## config.mk

```make
export PLATFORM = sky130hd
export DESIGN_NAME = rv32_pc_ctrl
export DESIGN_NICKNAME = d
export VERILOG_FILES = /design/src/rtl/rv32_pc_ctrl.sv
export SDC_FILE = /design/constraint.sdc
export NUM_CORES = 1
export LEC_CHECK = 0
export ABC_AREA = 1
export CORE_UTILIZATION = 55
export CTS_CLUSTER_DIAMETER = 40
export DETAILED_ROUTE_END_ITERATION = 8
export PLACE_DENSITY = 0.89
export SETUP_SLACK_MARGIN = 0.02
export SLEW_MARGIN = 20
export SYNTH_ARGS = -nofsm -noshare
export SYNTH_HDL_FRONTEND = slang
export SYNTH_SLANG_ARGS = --single-unit
export TNS_END_PERCENT = 1
```

## constraint.sdc

```tcl
create_clock -name clk -period 3.7 [get_ports clk]
set_input_delay 1.11 -clock clk [delete_from_list [all_inputs] [get_ports clk]]
set_output_delay 1.11 -clock clk [all_outputs]
set_load 0.02 [all_outputs]
```

## src/rtl/rv32_pc_ctrl.sv

```systemverilog
// Run-control sequencer for the RV32 PC: boot delay, run/stall/busy decode,
// post-branch squash window, debug halt/step/resume and retired-advance count.
module rv32_pc_ctrl #(
    parameter int unsigned BOOT_CYCLES  = 4,
    parameter int unsigned FLUSH_CYCLES = 2,
    parameter int unsigned DRAIN_CYCLES = 3
) (
    input  logic        clk,
    input  logic        rst,
    input  logic        boot_halt,
    input  logic        ex_branch,
    input  logic        load_use,
    input  logic        mem_busy,
    input  logic        dbg_halt_req,
    input  logic        dbg_resume_req,
    input  logic        dbg_step_req,
    output logic        pc_enable,
    output logic        pc_busy,
    output logic        pc_stall,
    output logic        pc_normal_op,
    output logic        squash,
    output logic        dbg_halted,
    output logic [31:0] instret
);

    localparam int unsigned BOOT_W  = (BOOT_CYCLES > 1) ? $clog2(BOOT_CYCLES) : 1;
    localparam int unsigned DRAIN_W = (DRAIN_CYCLES > 1) ? $clog2(DRAIN_CYCLES) : 1;
    localparam int unsigned SQ_W    = $clog2(FLUSH_CYCLES + 1);

    typedef enum logic [2:0] {
        ST_BOOT   = 3'd0,
        ST_RUN    = 3'd1,
        ST_STEP   = 3'd2,
        ST_DRAIN  = 3'd3,
        ST_HALTED = 3'd4
    } state_t;

    state_t             state;
    state_t             state_nxt;
    logic [BOOT_W-1:0]  boot_cnt;
    logic [DRAIN_W-1:0] drain_cnt;
    logic [SQ_W-1:0]    squash_cnt;
    logic               active;
    logic               advance;
    logic               accept;
    logic               boot_last;
    logic               drain_last;

    assign boot_last  = (boot_cnt == BOOT_W'(BOOT_CYCLES - 1));
    assign drain_last = (drain_cnt == DRAIN_W'(DRAIN_CYCLES - 1));

    // State register
    always_ff @(posedge clk) begin
        if (rst) begin
            state <= ST_BOOT;
        end else begin
            state <= state_nxt;
        end
    end

    // Next-state logic; boot and drain timers only move on non-busy cycles
    always_comb begin
        state_nxt = state;
        case (state)
            ST_BOOT: begin
                if (boot_last && !mem_busy) begin
                    state_nxt = boot_halt ? ST_HALTED : ST_RUN;
                end
            end
            ST_RUN: begin
                if (dbg_halt_req) begin
                    state_nxt = ST_DRAIN;
                end
            end
            ST_STEP: begin
                if (advance) begin
                    state_nxt = ST_DRAIN;
                end
            end
            ST_DRAIN: begin
                if (drain_last && !mem_busy) begin
                    state_nxt = ST_HALTED;
                end
            end
            ST_HALTED: begin
                if (dbg_resume_req) begin
                    state_nxt = ST_RUN;
                end else if (dbg_step_req) begin
                    state_nxt = ST_STEP;
                end
            end
            default: state_nxt = ST_BOOT;
        endcase
    end

    // Output decode: mem_busy > ex_branch > load_use
    always_comb begin
        active       = 1'b0;
        advance      = 1'b0;
        accept       = 1'b0;
        pc_enable    = 1'b0;
        pc_busy      = 1'b0;
        pc_stall     = 1'b0;
        pc_normal_op = 1'b0;
        squash       = 1'b0;
        dbg_halted   = 1'b0;

        active       = (state == ST_RUN) || (state == ST_STEP);
        advance      = active && !mem_busy && (ex_branch || !load_use);
        accept       = active && !mem_busy && ex_branch;
        pc_enable    = active;
        pc_busy      = active && mem_busy;
        pc_stall     = active && !mem_busy && load_use && !ex_branch;
        pc_normal_op = active && !ex_branch && !load_use;
        squash       = (squash_cnt != '0);
        dbg_halted   = (state == ST_HALTED);
    end

    // Timers, squash window and retired-advance counter
    always_ff @(posedge clk) begin
        if (rst) begin
            boot_cnt   <= '0;
            drain_cnt  <= '0;
            squash_cnt <= '0;
            instret    <= '0;
        end else begin
            if (state == ST_BOOT && !mem_busy) begin
                boot_cnt <= boot_last ? '0 : boot_cnt + BOOT_W'(1);
            end

            if (state != ST_DRAIN) begin
                drain_cnt <= '0;
            end else if (!mem_busy) begin
                drain_cnt <= drain_last ? '0 : drain_cnt + DRAIN_W'(1);
            end

            // A newer branch restarts the window even while one is open
            if (accept) begin
                squash_cnt <= SQ_W'(FLUSH_CYCLES);
            end else if (squash_cnt != '0 && !mem_busy) begin
                squash_cnt <= squash_cnt - SQ_W'(1);
            end

            if (advance) begin
                instret <= instret + 32'd1;
            end
        end
    end

endmodule

```

==> impl_metrics.ini <==
[clock_network]
clkSinkCount = 41
cts_max_path_buffers = 2
cts-resized-gates = 0
clock-root-buffer = clkbuf_8
cts_htree_levels = 2
cts_tree = yes
clock_latency_ns = 0.30
cts_inserted_buffers = 5
clk_pin_slew_ns = 0.07
post-cts-setup-buffers = 0
cts_hold_buf = 0

[yosys]
synth.net_count = 441
ys_warn_count = 0
netlist_instances = 429
syn_area_sq_mm = 0.002515
synth_edf_count = 0
synth_cell_type_count = 27
synth_seq_area_share = 0.3264
ys.flop_type = dfxtp_1
synth_area_per_cell_sq_um = 5.862
synth_seq_cells = 41
async_flop_share = 0

[worst_setup_path]
critPathSlowestCell = clkdlybuf4s50_1
end_kind = output pin
cp.required_ns = 2.59
arrival_ns = 2.45
worstSetupStartpointType = input port
crit_path_cell_trace = clkdlybuf4s50_1, inv_1, nand2_1, nor2_1, clkdlybuf4s50_1
cp_common_cell = clkdlybuf4s50_1
cpPeakStageDelay_ns = 0.61
worstSetupPathType = in2out
worstPathMaxFanout = 3

[sta]
worst_slew_pin_slew_ns = 0.7463
finalClockSkew_ns = 0.005213
setup_viol = 0
hold_viol = 0
fmax_ghz = 0.2812
slew_violations = 0
relSlewSlack = 0.5019
rsz0062_at_grt = no
fin_setup_tns_ns = 0
final.min_clock_period_ns = 3.556
post-route-period-util = 0.9610

[route]
vias = 2747
post-route-drc-count = 0
wl_per_cell_um = 11.56
totalWireLength_mm = 6.140
antenna_left = 0
via_per_inst = 5.173
first_iter_violations = 167
dr.pass1.iters = 4

[floorplanning]
die_h_um = 69.62
die_area_sq_mm = 0.004847
fp.dieW_um = 69.62
io_pins = 47
start_util = 0.5736
rows = 24
core_area_sq_mm = 0.004384

[cells_and_area]
multi_input_area_sq_mm = 0.001451
register_area_sq_um = 820.8
final_common_cell = nand2_1
drive_above_1_share = 0.04802
area_growth_pct = 23.48
post-route-util = 0.7083
mostFrequentLayoutCells = nand2_1 (145), nor2_1 (79), inv_1 (52)
finish.net_count = 490
layout.cells.non_filler = 531
antennaDiodeCount = 0
fill_cells = 403

[power_and_ir_drop]
ir_worst_vdd_mv = 0.4251
p_leak_uw = 0.001186
cellPowerDensity_mw_per_mm2 = 368.5

[placement]
dpl.hpwl_mm = 4.623
gp_congestion = 0.9073
place_inst = 523
io_buffers = 46

[hold_path]
hp-class = reg2reg

[run]
maxCapViolations = 0

[global_route]
first_global_vias = 2483
grt_usage = 0.2727
grt_pass1_wl_mm = 10.81
grt.overflow.total = 0
antenna_found_initial = 0
grt_max_degree = 24

[status]
status = finished clean
per-stage QoR:
| step | hold slack (ns) | instance area, sq um | setup slack (ns) | total power (uW) |
|---|---|---|---|---|
| 2_1_floorplan | 0.4432 | 2515 | 0.9482 | 761.6 |
| 3_3_place_gp | 0.4568 | 3023 | 0.1863 | 852.9 |
| 3_5_place_dp | 0.4663 | 3023 | 0.1328 | 864.4 |
| 4_1_cts | 0.4767 | 3105 | 0.1361 | 1147 |
| 5_1_grt | 0.4889 | 3105 | 0.06195 | 1221 |
| 6_report | 0.4754 | 3105 | 0.1442 | 1144 |
critical path: cells and delay by family:
kind                   cells  cell delay, ns
buffers and inverters      3            1.12
and+or+nand+nor            2            0.21
synthesized netlist by cell type, types with 2 or more instances:
master	instances	share of area
nand2_1	145	0.22
nor2_1	79	0.12
inv_1	52	0.078
dfxtp_1	41	0.33
nand3_1	34	0.068
a21oi_1	28	0.056
o21ai_0	8	0.016
nor3_1	7	0.014
nand4_1	4	0.0099
nor2_2	4	0.0099
ha_1	3	0.015
and3_1	2	0.0050
buf_2	2	0.0040
clkbuf_1	2	0.0030
inv_2	2	0.0030
nand3_2	2	0.0080
nor2_4	2	0.0090
o21a_1	2	0.0060
xnor2_1	2	0.0070
path summary, 6_finish.rpt:
kind	start	endpoint	slack, ns	depth (start not counted)
min reg2reg	boot_cnt[1]	boot_cnt[1]	0.48	2
max reg2reg	state[0]	instret[23]	1.97	8
max	ex_branch	pc_stall	0.14	5
min	boot_cnt[1]	boot_cnt[1]	0.48	2
area by class of cell:
| cell class | instances | area share |
|---|---|---|
| sequential | 41 | 0.2643 |
| clock buffer | 6 | 0.02337 |
| clock inverter | 2 | 0.003223 |
| inverter | 54 | 0.06527 |
| timing repair buffer | 49 | 0.1555 |
| tap | 52 | 0.02095 |
| multi-input combinational | 327 | 0.4674 |
registers in the layout, indices dropped and copies added, names as in the netlist:
register	flops
squash_cnt	2
instret	32
drain_cnt	2
boot_cnt	2
state	3
metal layers:
metal,GRT usage,vias to the layer above,share of wire,wire length (um)
li1,-,1438,-,-
met1,0.3625,1216,0.47,2888
met4,0.1200,0,0.022,138
met2,0.4337,78,0.45,2789
met5,0,-,0,0
met3,0.04797,15,0.053,324
report_power, final:
| group | leakage, uW | internal (uW) | switching, uW |
|---|---|---|---|
| Combinational | 0.000809 | 138 | 221 |
| Sequential | 0.000331 | 471 | 26.2 |
| Clock | 0.0000450 | 131 | 157 |
kinds of logic (layout without fill, tap and decap cells):
| group | after synthesis | after routing | share of synthesized area |
|---|---|---|---|
| simple gates | 283 | 283 | 0.4741 |
| compound gates | 38 | 38 | 0.07761 |
| xor+xnor | 3 | 3 | 0.01045 |
| flops | 41 | 41 | 0.3264 |
| buf+inv | 61 | 111 | 0.09652 |
| fa+ha+maj | 3 | 3 | 0.01493 |
Power figures use the tool's default switching activity.
